## config.mk

```make
export PLATFORM = sky130hd
export DESIGN_NAME = if_id_skid_stage
export DESIGN_NICKNAME = d
export VERILOG_FILES = /design/src/rtl/if_id_skid_stage.sv
export SDC_FILE = /design/constraint.sdc
export NUM_CORES = 1
export LEC_CHECK = 0
export BUFFER_PORTS_ARGS = -buffer_cell sky130_fd_sc_hd__buf_2
export CORE_UTILIZATION = 59
export CTS_BUF_LIST = sky130_fd_sc_hd__clkbuf_16
export DETAILED_ROUTE_END_ITERATION = 8
export PLACE_DENSITY = 0.95
export SKIP_LAST_GASP = 1
export SYNTH_ARGS = -nofsm -noshare
export SYNTH_HDL_FRONTEND = slang
export SYNTH_SLANG_ARGS = --single-unit
```

## constraint.sdc

```tcl
create_clock -name clk -period 2.9 [get_ports clk]
set_input_delay 0.145 -clock clk [delete_from_list [all_inputs] [get_ports clk]]
set_output_delay 0.145 -clock clk [all_outputs]
set_load 0.02 [all_outputs]
```

## src/rtl/if_id_skid_stage.sv

```systemverilog
// IF->ID pipeline boundary: valid/ready handshake, 2-entry skid buffer,
// stall (hold) and flush (bubble) semantics, saturating performance counters.
module if_id_skid_stage #(
    parameter int                 PC_W      = 16,
    parameter int                 INSTR_W   = 32,
    parameter logic [INSTR_W-1:0] NOP_INSTR = INSTR_W'(32'h0000_0013),
    parameter int                 CNT_W     = 16
) (
    input  logic               clk,
    input  logic               reset,
    input  logic               flush,
    input  logic               in_valid,
    output logic               in_ready,
    input  logic [PC_W-1:0]    in_pc,
    input  logic [INSTR_W-1:0] in_instr,
    output logic               out_valid,
    input  logic               out_ready,
    output logic [PC_W-1:0]    out_pc,
    output logic [PC_W-1:0]    out_pc_plus4,
    output logic [INSTR_W-1:0] out_instr,
    output logic [CNT_W-1:0]   stall_cnt,
    output logic [CNT_W-1:0]   flush_cnt
);

    typedef enum logic [1:0] {
        ST_EMPTY = 2'd0,
        ST_ONE   = 2'd1,
        ST_TWO   = 2'd2
    } state_t;

    state_t             state_q, state_d;
    logic [PC_W-1:0]    main_pc_q, main_pc_d;
    logic [PC_W-1:0]    main_pc4_q, main_pc4_d;
    logic [INSTR_W-1:0] main_instr_q, main_instr_d;
    logic [PC_W-1:0]    skid_pc_q, skid_pc_d;
    logic [PC_W-1:0]    skid_pc4_q, skid_pc4_d;
    logic [INSTR_W-1:0] skid_instr_q, skid_instr_d;
    logic [CNT_W-1:0]   stall_cnt_q, stall_cnt_d;
    logic [CNT_W-1:0]   flush_cnt_q, flush_cnt_d;

    logic            in_fire;
    logic            out_fire;
    logic [PC_W-1:0] in_pc_plus4;

    // Handshake outputs depend only on registered state.
    assign out_valid = (state_q != ST_EMPTY);
    assign in_ready  = (state_q != ST_TWO);
    assign in_fire   = in_valid & in_ready;
    assign out_fire  = out_valid & out_ready;
    assign in_pc_plus4 = in_pc + PC_W'(4);

    assign out_pc       = out_valid ? main_pc_q    : '0;
    assign out_pc_plus4 = out_valid ? main_pc4_q   : '0;
    assign out_instr    = out_valid ? main_instr_q : NOP_INSTR;
    assign stall_cnt    = stall_cnt_q;
    assign flush_cnt    = flush_cnt_q;

    always_comb begin
        state_d      = state_q;
        main_pc_d    = main_pc_q;
        main_pc4_d   = main_pc4_q;
        main_instr_d = main_instr_q;
        skid_pc_d    = skid_pc_q;
        skid_pc4_d   = skid_pc4_q;
        skid_instr_d = skid_instr_q;

        case (state_q)
            ST_EMPTY: begin
                if (in_fire) begin
                    main_pc_d    = in_pc;
                    main_pc4_d   = in_pc_plus4;
                    main_instr_d = in_instr;
                    state_d      = ST_ONE;
                end
            end
            ST_ONE: begin
                if (in_fire && out_fire) begin
                    main_pc_d    = in_pc;
                    main_pc4_d   = in_pc_plus4;
                    main_instr_d = in_instr;
                end else if (in_fire) begin
                    skid_pc_d    = in_pc;
                    skid_pc4_d   = in_pc_plus4;
                    skid_instr_d = in_instr;
                    state_d      = ST_TWO;
                end else if (out_fire) begin
                    state_d = ST_EMPTY;
                end
            end
            ST_TWO: begin
                if (out_fire) begin
                    main_pc_d    = skid_pc_q;
                    main_pc4_d   = skid_pc4_q;
                    main_instr_d = skid_instr_q;
                    state_d      = ST_ONE;
                end
            end
            default: state_d = ST_EMPTY;
        endcase

        // Contents are left as-is on flush; the EMPTY state masks them.
        if (flush) begin
            state_d = ST_EMPTY;
        end

        stall_cnt_d = stall_cnt_q;
        if (out_valid && !out_ready && !flush && (stall_cnt_q != {CNT_W{1'b1}})) begin
            stall_cnt_d = stall_cnt_q + CNT_W'(1);
        end

        flush_cnt_d = flush_cnt_q;
        if (flush && (flush_cnt_q != {CNT_W{1'b1}})) begin
            flush_cnt_d = flush_cnt_q + CNT_W'(1);
        end
    end

    always_ff @(posedge clk) begin
        if (reset) begin
            state_q      <= ST_EMPTY;
            main_pc_q    <= '0;
            main_pc4_q   <= '0;
            main_instr_q <= NOP_INSTR;
            skid_pc_q    <= '0;
            skid_pc4_q   <= '0;
            skid_instr_q <= '0;
            stall_cnt_q  <= '0;
            flush_cnt_q  <= '0;
        end else begin
            state_q      <= state_d;
            main_pc_q    <= main_pc_d;
            main_pc4_q   <= main_pc4_d;
            main_instr_q <= main_instr_d;
            skid_pc_q    <= skid_pc_d;
            skid_pc4_q   <= skid_pc4_d;
            skid_instr_q <= skid_instr_d;
            stall_cnt_q  <= stall_cnt_d;
            flush_cnt_q  <= flush_cnt_d;
        end
    end

endmodule

```

# Word level (Yosys, flattened, before mapping)
# Index checks and enable logic that the tools add are counted.
[word_totals] regBits=162 in_bits=53 out_inout_bits=98 wordCells=60
[op_classes] n_addsub=3 n_eq_ne=10 muxes=21 n_bitwise=3 reduce_logical=14
[ops] op="16-bit 2-to-1 mux" n=8
[ops] op="32-bit 2-to-1 mux" n=4
[ops] op="16-bit case mux with 3 select lines" n=2
[ops] op="32-bit case mux with 3 select lines" n=1
[ops] op="16-bit by 1-bit adder with 16-bit output, second input constant" n=2
[ops] op="16-bit inequality test, second input constant" n=2
[ops] op="16-bit by 3-bit adder with 16-bit output, second input constant" n=1
[ops] op="2-bit 2-to-1 mux" n=5
[ops] op="2-bit inequality test, second input constant" n=5
[ops] op="4-bit AND reduction" n=2
[ops] op="2-bit case mux with 3 select lines" n=1
[ops] op="1-bit logical AND" n=5
[ops] op="3-bit inequality test, second input constant" n=1
[ops] op="3-bit AND reduction" n=1
[ops] op="3-bit nonzero test" n=1
[ops] op="1-bit bitwise AND" n=2
[ops] op="2-bit by 1-bit == test with 1-bit output, second input constant" n=1
[ops] op="2-bit == test, second input constant" n=1
[ops] op="1-bit zero test" n=2
[ops] op="2-bit zero test" n=1
[ops] op="2-bit nonzero test" n=1
[ops] op="2-bit OR reduction" n=1
[ops] op="1-bit NOT" n=1

# Depth between registers and ports, before layout
[logic_depth] depth_word=6 depth_mapped=7 mapped_depth_nobuf=5

# Worst setup path before layout
# No wires, ideal clock.
[synth_timing] path_kind="reg2reg" from="reg stall_cnt_q[2], in the netlist stall_cnt[2]" to="reg stall_cnt_q[13], in the netlist stall_cnt[13]" setup_ns=0.070 arrival_ns=1.808 required_ns=2.830 setup_slack_ns=1.022 path_stages_with_launch=6 n_path_buf=1 period_less_slack_ns=1.878 path_cell_list="dfxtp_1 > nand2_1 > or4_4 > buf_6 > or4_1 > a21oi_1"
[synth_via] elab_chain_cells=2 elab_cells_between_ends=3 classes_between="1 x add/sub; 1 x eq/ne; 1 x reduce/logical"
[synth_rtl] item="start, declared" line="38" text="logic [CNT_W-1:0] stall_cnt_q, stall_cnt_d;"
[synth_rtl] item="start signal, assigned" line="136" text="stall_cnt_q <= stall_cnt_d;"
[synth_rtl] item="parallel branches: the longest is 2 deep, another holds 16-bit by 1-bit adder with 16-bit output"
# Several ways; the timed one is not identified.
# A chain may end at the register's enable or synchronous reset.

# Final worst setup path
[layout_timing] from="reg state_q[1]" to="out out_instr[16]"
[layout_via] elab_chain_cells=2
[layout_rtl] item="start, declared" line="31" text="state_t state_q, state_d;"
[layout_rtl] item="start signal, assigned" line="129" text="state_q <= state_d;"
[layout_rtl] item="2-bit nonzero test" line="46" text="assign out_valid = (state_q != ST_EMPTY);"
[layout_rtl] item="32-bit 2-to-1 mux" line="54" text="assign out_instr = out_valid ? main_instr_q : NOP_INSTR;"
[layout_rtl] item="end, declared" line="20" text="output logic [INSTR_W-1:0] out_instr,"
# Every way passes these cells.

==> out/qor.txt <==
PWR
-------------------------------------------------------------------------------------------------
Worst ir drop on vdd ...............................................................   0.000410 V
Switch Pwr .........................................................................      1180 uW
Fraction of power spent switching nets .............................................        0.247
Gate power share ...................................................................        0.097
Internal cell power ................................................................      3580 uW
Leakage ............................................................................   0.00367 uW
Power density cells ................................................................   533 nW/um2
Sequential fraction of design power ................................................        0.484
Clk pwr share ......................................................................        0.418

GLOBAL ROUTE
-------------------------------------------------------------------------------------------------
GR Util All Layers .................................................................        0.313
Remaining Overflow, GRT ............................................................            0
Antenna violations before repair ...................................................            1
Pin count of the biggest net entering global routing ...............................          147
Global-route wire length before repair .............................................      32.1 mm
Via count of the first global-routing pass .........................................        6,969

ROUTE
-------------------------------------------------------------------------------------------------
Routed vias ........................................................................        7,393
Average vias per placed instance ...................................................         5.98
Wire length after detailed routing .................................................      20.0 mm
Number of remaining DRC errors .....................................................            0
First-iteration detailed-routing DRC count .........................................          562
WL/cell ............................................................................      16.1 um
Iteration count of the initial detailed-routing pass ...............................            5
Antenna-violating nets left ........................................................            0

CLOCKING
-------------------------------------------------------------------------------------------------
Clock H-tree levels ................................................................            4
Master cell of the clock root buffer ...............................................    clkbuf_16
Total CTS buffers ..................................................................           17
Number of sinks driven by the clock tree ...........................................          158
Count of instances resized after the clock tree is built ...........................            0
TritonCTS clock tree ...............................................................         done
Clock slew seen by the registers of the worst setup and hold paths .................      0.06 ns
Clk_lat worst skew .................................................................      0.43 ns
CTS max path bufs ..................................................................            2
Number of buffers added for setup after CTS ........................................            0

LOGIC SYNTHESIS
-------------------------------------------------------------------------------------------------
Fraction of registers with async set or reset after synthesis ......................            0
Main area contributors after synthesis ............................................. dfxtp_1, nand2_1, a21oi_1, a311oi_1, and2_1
Number of distinct library cell variants in the gate-level netlist after synthesis .           58
Cell count after synthesis .........................................................          935
Prevailing post-synth register cell ................................................      dfxtp_1
Mean post-synth cell area ..........................................................     7.79 um2
Synth Warn # .......................................................................            0
Synth Cell Area ....................................................................     7280 um2
Nets in the synthesized netlist ....................................................          991
Post-synth top area share ..........................................................        0.434
Number of enable flip-flop cells after synthesis ...................................            0
Sequential share of the synthesized area ...........................................        0.434
Top cells by instance count after synthesis ........................................ nand2_1, dfxtp_1, a21oi_1
Cell with the most instances after synthesis .......................................      nand2_1
Post-synthesis cell type with the largest combined area ............................      dfxtp_1
Flop and latch count out of synthesis ..............................................          158

OUTCOME
-------------------------------------------------------------------------------------------------
Run status ......................................................................... complete, no violations

PLACEMENT
-------------------------------------------------------------------------------------------------
Final RePlAce weighted congestion ..................................................        0.876
Number of port buffers .............................................................          150
DP HPWL ............................................................................      11.6 mm

FLOORPLAN
-------------------------------------------------------------------------------------------------
Die Outline Area ...................................................................   12,800 um2
Y dimension of the die .............................................................       113 um
Boundary pin count .................................................................          151
Width of the die ...................................................................       113 um
Core region area ...................................................................   12,000 um2
Effective utilization at floorplan .................................................        0.606
FP Rows ............................................................................           40

STA
-------------------------------------------------------------------------------------------------
Final worst path period share ......................................................        0.785
Fin Setup TNS ......................................................................         0 ns
Fin. Hold Viols ....................................................................            0
RSZ-0062 raised after global routing ...............................................           no
Max_slew headroom ..................................................................        0.541
Pin slew with the least headroom to its limit ......................................     0.684 ns
Peak clock frequency supported by timing ...........................................    0.439 GHz
Worst Skew .........................................................................   0.00892 ns
Number of max-slew violations in the final report ..................................            0
Setup-failing EPs final ............................................................            0
Time the final worst path needs with I/O delays and setup ..........................      2.28 ns

CRITICAL PATH
-------------------------------------------------------------------------------------------------
Kind of end point of the critical path .............................................   output pin
Startpoint Class ...................................................................    flip-flop
Worst R2R Setup Slack ..............................................................      0.68 ns
Worst-path maximum fanout ..........................................................           66
Start-to-end type of the worst setup path ..........................................   reg -> out
Data required time at the worst endpoint ...........................................      2.76 ns
Data arrival time of the critical path .............................................      2.13 ns

WORST HOLD PATH
-------------------------------------------------------------------------------------------------
Path category of the worst min-delay check .........................................    in -> reg

FINAL LAYOUT
-------------------------------------------------------------------------------------------------
Fraction of layout cells with a size suffix above 1 ................................        0.189
Area added between synthesis and finish ............................................        22.7%
Core Util, Final ...................................................................        0.744
Final net count ....................................................................        1,133

JOB
-------------------------------------------------------------------------------------------------
Max-capacitance violation count ....................................................            0

flip-flops by register name, summed over array words and instances, names as in the netlist:
| signal | cells |
|---|---|
| main_instr_q | 32 |
| main_pc_q | 16 |
| stall_cnt | 16 |
| main_pc4_q | 14 |
| skid_pc_q | 16 |
| flush_cnt | 16 |
| skid_instr_q | 32 |
| state_q | 2 |
| skid_pc4_q | 14 |
final cells by class:
cell class / count / area, um2
multi-input combinational: 691 / 3800
sequential: 158 / 3160
fill: 883 / 3080
timing repair buffer: 199 / 1230
clock buffer: 17 / 425
tap: 147 / 184
clock inverter: 14 / 90.1
inverter: 10 / 37.5
antenna: 1 / 2.50
per-stage QoR:
step | instance area (um2) | worst slack, ns | instances | power (uW) | hold slack [ns]
final | 8930 | 0.622 | 1237 | 4760 | 0.00949
after CTS | 8930 | 0.647 | 1236 | 4750 | 0.00450
after floorplan | 7280 | 1.02 | 935 | 2620 | 0.222
after global placement | 8070 | 0.866 | 1171 | 2750 | 0.397
after detailed placement | 8070 | 0.724 | 1171 | 2760 | 0.401
after global routing | 8930 | 0.466 | 1237 | 4920 | 0.0199
logic make-up after synthesis:
kind of cell / synth area share
adder cells (fa/ha/maj): 0.00516
XOR/XNOR: 0.0120
AND/OR/NAND/NOR: 0.301
multiplexers: 0.0163
buffers and inverters: 0.0490
flip-flops: 0.434
AO/OA/AOI/OAI: 0.182
layer usage:
layer	track usage	vias up	share of wire
met2	0.535	339	0.49
met4	0.191	0	0.042
met5	0	-	0
met1	0.359	3430	0.40
li1	-	3548	-
met3	0.0691	76	0.067
worst paths after layout:
check,depth (start not counted),end,startpoint
min reg2reg,2,main_pc4_q[4],main_pc4_q[4]
min,3,skid_instr_q[16],in_instr[16]
max,5,out_instr[16],state_q[1]
max reg2reg,6,main_pc_q[6],state_q[0]
power groups by stage:
| stage | clock network, uW | registers, uW | logic [uW] |
|---|---|---|---|
| global route | 2100 | 2310 | 507 |
| detailed placement | 0 | 2350 | 414 |
| floorplan | 0 | 2340 | 278 |
| CTS | 2000 | 2300 | 453 |
| finish | 1990 | 2300 | 463 |
| global placement | 0 | 2350 | 400 |
layout by cell type, fill, tap and decap left out, types with 7 or more instances in the layout:
cell type and count:
o31ai_1 13, mux2_2 7, nor2_1 72, dlygate4sd3_1 34
o21ai_0 18, buf_4 14, a21oi_1 87, clkbuf_16 17
and2_1 62, and4_1 8, nor3_1 11, a311oi_1 46
nand3_1 19, dfxtp_1 158, inv_1 13, or4_1 11
xor2_1 7, nor2b_1 9, buf_2 149, nand2_1 224
nand4_1 18
worst max-delay path: stages (launching register included):
cell      delay [ns]
dfxtp_1         0.55
nor2_1          0.15
clkinv_1        0.09
buf_4           0.45
and2_1          0.25
buf_2           0.20
what timing repair did:
action,4_1_cts,5_1_grt
hold buffers,34,0
setup endpoints to repair,0,0
endpoints found under the hold margin,56,0
Power figures use the tool's default switching activity.
